==> src/rtl/rv_fetch_queue.sv <==
// Instruction-fetch front end: PC sequencer, one-outstanding imem handshake and a DEPTH-entry {pc, instr} FIFO.
// Define FETCH_STATS_EN to build the fetch_cnt / flush_cnt statistics counters.
module rv_fetch_queue #(
  parameter int XLEN = 32,
  parameter int DEPTH = 4,
  parameter logic [XLEN-1:0] RESET_PC = '0
) (
  input  logic                     clock,
  input  logic                     reset,
  output logic                     imem_req,
  output logic [XLEN-1:0]          imem_addr,
  input  logic                     imem_gnt,
  input  logic                     imem_rvalid,
  input  logic [XLEN-1:0]          imem_rdata,
  input  logic                     redirect,
  input  logic [XLEN-1:0]          redirect_pc,
  output logic                     out_valid,
  input  logic                     out_ready,
  output logic [XLEN-1:0]          out_pc,
  output logic [XLEN-1:0]          out_instr,
  output logic [$clog2(DEPTH):0]   count,
  output logic [31:0]              fetch_cnt,
  output logic [31:0]              flush_cnt
);
  localparam int AW = $clog2(DEPTH);
  localparam int CW = AW + 1;

  typedef enum logic [1:0] {S_IDLE, S_REQ, S_WAIT} state_t;

  state_t                     state;
  logic [XLEN-1:0]            fetch_pc, pend_pc;
  logic                       drop;
  logic [AW-1:0]              rd_ptr, wr_ptr;
  logic [DEPTH-1:0][XLEN-1:0] q_pc, q_instr;
  logic                       push, pop;
  logic [CW-1:0]              count_nxt;
  logic                       rpc_unused;

  assign rpc_unused = ^redirect_pc[1:0];

  // Redirect masks both queue ports so the flush cannot race a push or pop.
  assign push      = (state == S_WAIT) && imem_rvalid && !drop && !redirect;
  assign pop       = out_valid && out_ready && !redirect;
  assign count_nxt = count + CW'(push) - CW'(pop);

  assign imem_req  = (state == S_REQ);
  assign imem_addr = fetch_pc;
  assign out_valid = (count != '0);
  assign out_pc    = out_valid ? q_pc[rd_ptr]    : '0;
  assign out_instr = out_valid ? q_instr[rd_ptr] : '0;

  always_ff @(posedge clock or negedge reset) begin
    if (!reset) begin
      state    <= S_IDLE;
      fetch_pc <= RESET_PC;
      pend_pc  <= RESET_PC;
      drop     <= 1'b0;
      rd_ptr   <= '0;
      wr_ptr   <= '0;
      count    <= '0;
    end else if (redirect) begin
      fetch_pc <= {redirect_pc[XLEN-1:2], 2'b00};
      rd_ptr   <= '0;
      wr_ptr   <= '0;
      count    <= '0;
      case (state)
        S_IDLE: state <= S_REQ;
        S_REQ: begin
          if (imem_gnt) begin
            // The fetch just granted is stale; swallow its response.
            state <= S_WAIT;
            drop  <= 1'b1;
          end
        end
        S_WAIT: begin
          if (imem_rvalid) begin
            state <= S_REQ;
            drop  <= 1'b0;
          end else begin
            drop  <= 1'b1;
          end
        end
        default: state <= S_IDLE;
      endcase
    end else begin
      count <= count_nxt;
      if (push) wr_ptr <= wr_ptr + AW'(1);
      if (pop)  rd_ptr <= rd_ptr + AW'(1);
      case (state)
        S_IDLE: if (count < CW'(DEPTH)) state <= S_REQ;
        S_REQ: begin
          if (imem_gnt) begin
            pend_pc  <= fetch_pc;
            fetch_pc <= fetch_pc + XLEN'(4);
            state    <= S_WAIT;
          end
        end
        S_WAIT: begin
          if (imem_rvalid) begin
            drop  <= 1'b0;
            state <= (count_nxt < CW'(DEPTH)) ? S_REQ : S_IDLE;
          end
        end
        default: state <= S_IDLE;
      endcase
    end
  end

  always_ff @(posedge clock) begin
    if (push) begin
      q_pc[wr_ptr]    <= pend_pc;
      q_instr[wr_ptr] <= imem_rdata;
    end
  end

`ifdef FETCH_STATS_EN
  always_ff @(posedge clock or negedge reset) begin
    if (!reset) begin
      fetch_cnt <= '0;
      flush_cnt <= '0;
    end else begin
      if (push)     fetch_cnt <= fetch_cnt + 32'd1;
      if (redirect) flush_cnt <= flush_cnt + 32'd1;
    end
  end
`else
  assign fetch_cnt = '0;
  assign flush_cnt = '0;
`endif
endmodule
==> config.mk <==
export PLATFORM = sky130hd
export DESIGN_NAME = rv_fetch_queue
export DESIGN_NICKNAME = d
export VERILOG_FILES = /design/src/rtl/rv_fetch_queue.sv
export SDC_FILE = /design/constraint.sdc
export NUM_CORES = 1
export LEC_CHECK = 0
export ABC_CLOCK_PERIOD_IN_PS = 7600
export CAP_MARGIN = 10
export CORE_MARGIN = 2
export CORE_UTILIZATION = 38
export DETAILED_ROUTE_END_ITERATION = 10
export PLACE_DENSITY = 0.71
export SYNTH_ARGS = -nofsm -noshare
export SYNTH_HDL_FRONTEND = slang
export SYNTH_SLANG_ARGS = --single-unit
==> constraint.sdc <==
create_clock -name clock -period 7.6 [get_ports clock]
set_clock_uncertainty 0.2 [all_clocks]
set_input_delay 1.52 -clock clock [delete_from_list [all_inputs] [get_ports clock]]
set_output_delay 1.52 -clock clock [all_outputs]
set_load 0.03 [all_outputs]
==> impl_metrics.py, run 1 <==
metrics = {
    "cts": {
        "post_cts_buffers": 0,
        "clock_sinks": 318,
        "cts_hold_buf": 0,
        "clk_pin_slew_ns": 0.06,
        "htreeDepth": 2,
        "numCtsBuffers": 34,
        "cts_resized": 0,
        "cts_buffer_depth": 3,
        "clk_latency_ns": 0.50,
        "cts_tree": "done",
        "cts_root_buf": "clkbuf_16",
    },
    "drt": {
        "vias": 7279,
        "first_pass_iters": 4,
        "route.detailed.drc": 0,
        "vias_per_cell": 4.98,
        "avgRoutedWirePerCell_um": 19.2,
        "drt_iter0_drc": 444,
        "ant_nets": 0,
        "drt-total-wl_um": 28100,
    },
    "global_routing": {
        "grt_pass1_wl_um": 42400,
        "grt_max_degree": 71,
        "track_usage_pct": 15.3,
        "gr-usage-met1_pct": 20.9,
        "grtUsageMet3_pct": 3.75,
        "use_met2_pct": 24.5,
        "busiest_layer": "met2",
        "grt_pass1_vias": 7263,
        "grt_antenna_before_repair": 0,
        "grt-ovfl-total": 0,
    },
    "power": {
        "power.share.switching_pct": 30.6,
        "power.density_nw_per_um2": 323,
        "power_frac_seq_pct": 43.6,
        "p_clk_share_pct": 30.2,
        "combPwrFrac_pct": 26.2,
        "p_leak_nw": 5.58,
        "total_power_mw": 5.27,
        "internal_power_mw": 3.65,
        "p_switching_mw": 1.61,
        "max-vdd-ir-drop_v": 0.000192,
    },
    "floorplan": {
        "die_w_um": 192,
        "die_area_um2": 36700,
        "dieHeight_um": 192,
        "fp.coreArea_um2": 34600,
        "io_pins": 235,
        "rows": 68,
        "start_util_pct": 38.6,
    },
    "final_layout": {
        "drive_above_1_share_pct": 14.7,
        "n_fill_cell": 2980,
        "finalNonFillerCells": 1462,
        "final_cell_mix": "248 x edfxtp_1, 163 x clkdlybuf4s50_1, 68 x conb_1, 68 x dfrtp_1",
        "diodes": 0,
        "nNetsFinal": 1065,
        "multi_input_area_um2": 3700,
        "final_common_cell": "edfxtp_1",
        "area_delta_synth_final_pct": 22.0,
        "seq_area_um2": 9210,
    },
    "critical_path": {
        "worstSetupStartpoint": "rd_ptr[0]",
        "critPathArrivalTime_ns": 3.48,
        "worstPathRequired_ns": 5.88,
        "setup.worst_path.end_class": "primary output",
        "r2r_start": "count[2]",
        "worstSetupStartpointType": "register",
        "critical_path_class": "register to primary output",
        "critical_path_peak_fanout": 41,
    },
    "timing": {
        "slew-limit-headroom_pct": 18.9,
        "drv_slew": 0,
        "max_freq_mhz": 192,
        "worst_pin_slew_ns": 1.21,
        "fin_setup_tns_ns": 0,
        "setup_violations": 0,
        "period_minus_slack_ns": 5.20,
        "hold_viol": 0,
        "timing.final.crit_share_pct": 68.5,
        "rsz0062_at_grt": "false",
    },
    "logic_synthesis": {
        "syn_area_um2": 13400,
        "postSynthCellCount": 816,
        "ys_warn_count": 0,
        "synthFlopType": "edfxtp_1",
        "ys_types": 46,
        "async_reset_ff_share_pct": 22.0,
        "synth_seq_cells": 318,
        "syn_avg_cell_area_um2": 16.4,
        "synth_edf_count": 248,
        "seq_area_frac_synth_pct": 68.8,
    },
    "run_status": {
        "status": "complete, no violations",
    },
    "placement": {
        "place_congestion": 0.817,
        "dp.cells": 1402,
        "numPortBuffers": 164,
        "hpwl_um": 16500,
    },
    "run": {
        "maxCapViolCount": 0,
    },
    "hold_path": {
        "hold_class": "register to register",
        "hold_start": "pend_pc[6]",
    },
}
[layout make-up]
cell class | instances | area share (%)
sequential | 318 | 56.4
clock inverter | 9 | 0.445
inverter | 19 | 0.437
timing repair buffer | 170 | 10.3
multi-input combinational | 440 | 22.7
clock buffer | 51 | 6.18
tap | 455 | 3.49
[final timing paths]
check | to | slack [ns] | depth (start not counted)
setup / recovery | out_pc[15] | 2.40 | 4
hold / removal | q_pc[70] | 0.32 | 0
setup reg to reg | state[0] | 4.41 | 12
hold reg to reg | q_pc[70] | 0.32 | 0
max in group asynchronous | rd_ptr[0] | 5.57 | 1
min in group asynchronous | imem_addr[4] | 0.94 | 1
[synthesized netlist by cell type (2+ instances only)]
cell type	number	share of area, %
a31oi_1	11	0.51
nand2b_1	4	0.19
ha_1	11	1.0
inv_1	18	0.51
xor2_1	4	0.26
nand3b_1	3	0.17
xnor2_1	13	0.85
or4_1	11	0.62
and2_1	66	3.1
nand3_1	15	0.56
nand4_1	12	0.56
o31ai_1	6	0.34
and4_1	2	0.13
buf_1	4	0.11
buf_4	68	3.8
nor2_1	21	0.59
buf_2	7	0.26
and3_1	2	0.094
mux4_2	62	10
mux2_2	21	1.8
or3_1	5	0.23
o31a_1	2	0.13
nor2b_1	4	0.19
o21ai_0	31	1.2
edfxtp_1	248	56
a21oi_1	4	0.15
dfrtp_1	70	13
a22oi_1	3	0.17
nand2_1	36	1.0
nor3_1	6	0.22
nor4_1	6	0.28
clkbuf_1	26	0.73
[flip-flops by register name (all words and copies together), names as in the netlist]
signal,cells
q_pc,120
count,3
q_instr,128
rd_ptr,2
state,2
pend_pc,30
wr_ptr,2
imem_addr,30
drop,1
[worst max-delay path, stage by stage, from the launching register on]
cell	delay (ns)
dfrtp_4	1.03
buf_4	0.58
mux4_2	0.56
and2_1	0.17
clkdlybuf4s50_1	0.62
[power by group through the flow]
stage	Combinational (mW)	Clock [mW]	Sequential [mW]
final	1.38	1.59	2.30
after global routing	1.48	1.71	2.33
after CTS	1.40	1.64	2.30
after global placement	1.39	0	2.32
after detailed placement	1.40	0	2.34
after floorplan	0.916	0	2.25
[metrics by stage]
stage / setup slack (ns) / area, um2 / utilization [%] / hold WS [ns]
global route: 2.10 / 16300 / 47.1 / 0.349
global placement: 2.60 / 15200 / 44.0 / 0.291
finish: 2.40 / 16300 / 47.1 / 0.317
CTS: 2.26 / 16300 / 47.1 / 0.317
floorplan: 3.43 / 13600 / - / 0.271
detailed placement: 2.61 / 15200 / 44.0 / 0.304
[routing by layer]
metal / up-vias / routed length, um
li1: 3294 / -
met1: 3698 / 12400
met2: 249 / 13200
met3: 38 / 1970
met4: 0 / 464
met5: - / 0
[cells by family after synthesis]
logic type	count (synthesis)	synth area share [%]
adders and majority gates	12	1.18
muxes	84	12.3
buffers and inverters	125	5.50
other	1	0.0281
and+or+nand+nor	196	8.21
xor gates and xnor gates	17	1.11
AOI/OAI and AO/OA	63	2.85
DFF	318	68.8
Power figures use the tool's default switching activity.
==> run 2, diff against run 1 <==
Settings changed: ABC_CLOCK_PERIOD_IN_PS 7600 to 5000.
Clock period 7.6 ns to 5 ns, I/O delays scaled along.
==> run 2 against run 1 <==
Against the previous run: die area did not move; clock-buffer cell count down 4; power is 52% higher; first-iteration DRC count grew 13%; global-route usage shrank 0.15 points; hold slack lost 0.0083 ns; cell count is 0.34% higher; sequential share of layout area shrank 0.13 points; utilization is 0.11 points higher; register-to-register slack worse by 2.6 ns; flip-flop and latch count unchanged; wire length down 1.2%.
==> impl_metrics.py, run 2 (same netlist as run 1, synthesis figures left out) <==
metrics = {
    "final_layout": {
        "top_regs": "q_instr: 128 flops, q_pc: 120 flops",
        "largest_register_ffs": 128,
        "diodes": 0,
        "nNetsFinal": 1069,
        "largest_register": "q_instr",
        "final_common_cell": "edfxtp_1",
        "n_fill_cell": 2940,
        "finalNonFillerCells": 1467,
        "final_cell_mix": "248 x edfxtp_1, 163 x clkdlybuf4s50_1, 68 x conb_1, 68 x dfrtp_1",
        "drive_above_1_share_pct": 15.0,
        "area_delta_synth_final_pct": 22.3,
    },
    "placement": {
        "numPortBuffers": 164,
        "pre_cts_slack_ns": 1.12,
        "place_congestion": 0.791,
        "hpwl_um": 16900,
        "dp.cells": 1406,
    },
    "cts": {
        "cts_resized": 0,
        "numCtsBuffers": 34,
        "cts_tree": "done",
        "clock_sinks": 318,
        "cts_buffer_depth": 3,
        "htreeDepth": 2,
        "clk_pin_slew_ns": 0.06,
        "cts_root_buf": "clkbuf_16",
        "post_cts_buffers": 0,
        "clk_latency_ns": 0.50,
        "cts_hold_buf": 0,
    },
    "critical_path": {
        "r2r_end": "state[0]",
        "reg2reg_depth": 11,
        "worstSetupStartpointType": "register",
        "worstSetupStartpoint": "rd_ptr[0]",
        "critical_path_class": "register to primary output",
        "r2r_start": "count[2]",
        "crit_end": "out_pc[3]",
        "worstPathRequired_ns": 3.80,
        "critical_path_peak_fanout": 30,
        "setup.worst_path.end_class": "primary output",
        "critPathArrivalTime_ns": 3.09,
        "r2r_slack_ns": 1.81,
    },
    "floorplan": {
        "rows": 68,
        "fp.coreArea_um2": 34600,
        "io_pins": 235,
        "die_area_um2": 36700,
        "dieHeight_um": 192,
        "start_util_pct": 38.6,
        "die_w_um": 192,
    },
    "drt": {
        "first_pass_iters": 5,
        "vias_per_cell": 4.99,
        "vias": 7324,
        "ant_nets": 0,
        "avgRoutedWirePerCell_um": 18.9,
        "drt-total-wl_um": 27700,
        "drt_iter0_drc": 501,
        "route.detailed.drc": 0,
    },
    "timing": {
        "rsz0062_at_grt": "false",
        "timing.final.crit_share_pct": 85.7,
        "worst_pin_slew_ns": 1.02,
        "fin_setup_tns_ns": 0,
        "hold_viol": 0,
        "max_freq_mhz": 233,
        "hold-worst-slack_ns": 0.309,
        "period_minus_slack_ns": 4.29,
        "fin_ws_ns": 0.714,
        "setup_violations": 0,
        "slew-limit-headroom_pct": 32.0,
        "drv_slew": 0,
    },
    "global_routing": {
        "grt_max_degree": 71,
        "grt_antenna_before_repair": 0,
        "grt_pass1_wl_um": 42000,
        "track_usage_pct": 15.2,
        "grt_pass1_vias": 7170,
        "grt-ovfl-total": 0,
    },
    "hold_path": {
        "hold_class": "register to register",
    },
    "power": {
        "max-vdd-ir-drop_v": 0.000269,
        "p_leak_nw": 5.60,
        "power.density_nw_per_um2": 490,
    },
    "run": {
        "maxCapViolCount": 0,
    },
    "run_status": {
        "status": "complete, no violations",
    },
}
## run 2: changes by cell type in the layout (fill, tap and decap cells not counted), moves of 2 or more
cell / change
clkinv_1: +3
clkbuf_1: -2
buf_4: +4
inv_6: +2
## run 2: through the flow
| stage | total power, mW | instance area, um2 | utilization (%) |
|---|---|---|---|
| after floorplan | 4.82 | 13600 | - |
| after global placement | 5.61 | 15300 | 44.1 |
| after detailed placement | 5.66 | 15300 | 44.1 |
| after CTS | 8.11 | 16300 | 47.2 |
| after global routing | 8.38 | 16300 | 47.2 |
| final | 8.01 | 16300 | 47.2 |
## run 2: power by group
group	switching (mW)	internal [mW]
registers	0.287	3.17
clock network	0.991	1.46
logic	1.16	0.952
total	2.44	5.58
## run 2: critical path, stage by stage, from the launching register on
cell	delay, ns
dfrtp_4	0.83
buf_4	0.41
mux4_2	0.56
and2_1	0.17
clkdlybuf4s50_1	0.59
## run 2: metal layers
metal | track usage [%] | up-vias | part of all wire (%)
li1 | - | 3314 | -
met1 | 22.1 | 3697 | 46
met3 | 3.05 | 34 | 6.6
met4 | 4.05 | 0 | 1.7
met2 | 23.2 | 279 | 46
met5 | 0 | - | 0
## run 2: worst min path at each step
stage / slack [ns] / cells past startpoint / startpoint / endpoint
global route: 0.34 / 0 / pend_pc[18] / q_pc[50]
detailed placement: 0.30 / 0 / pend_pc[9] / q_pc[41]
floorplan: 0.27 / 0 / pend_pc[6] / q_pc[102]
CTS: 0.32 / 0 / pend_pc[9] / q_pc[105]
finish: 0.31 / 0 / pend_pc[10] / q_pc[74]
global placement: 0.29 / 0 / pend_pc[8] / q_pc[104]
## run 2: cell type report
cell class / count / area, um2 / area share, %
Clock buffer: 47 / 962 / 5.89
Clock inverter: 14 / 128 / 0.781
Inverter: 19 / 71.3 / 0.436
Multi-Input combinational cell: 440 / 3700 / 22.6
Sequential cell: 318 / 9210 / 56.3
Tap cell: 455 / 569 / 3.48
Timing Repair Buffer: 174 / 1710 / 10.5
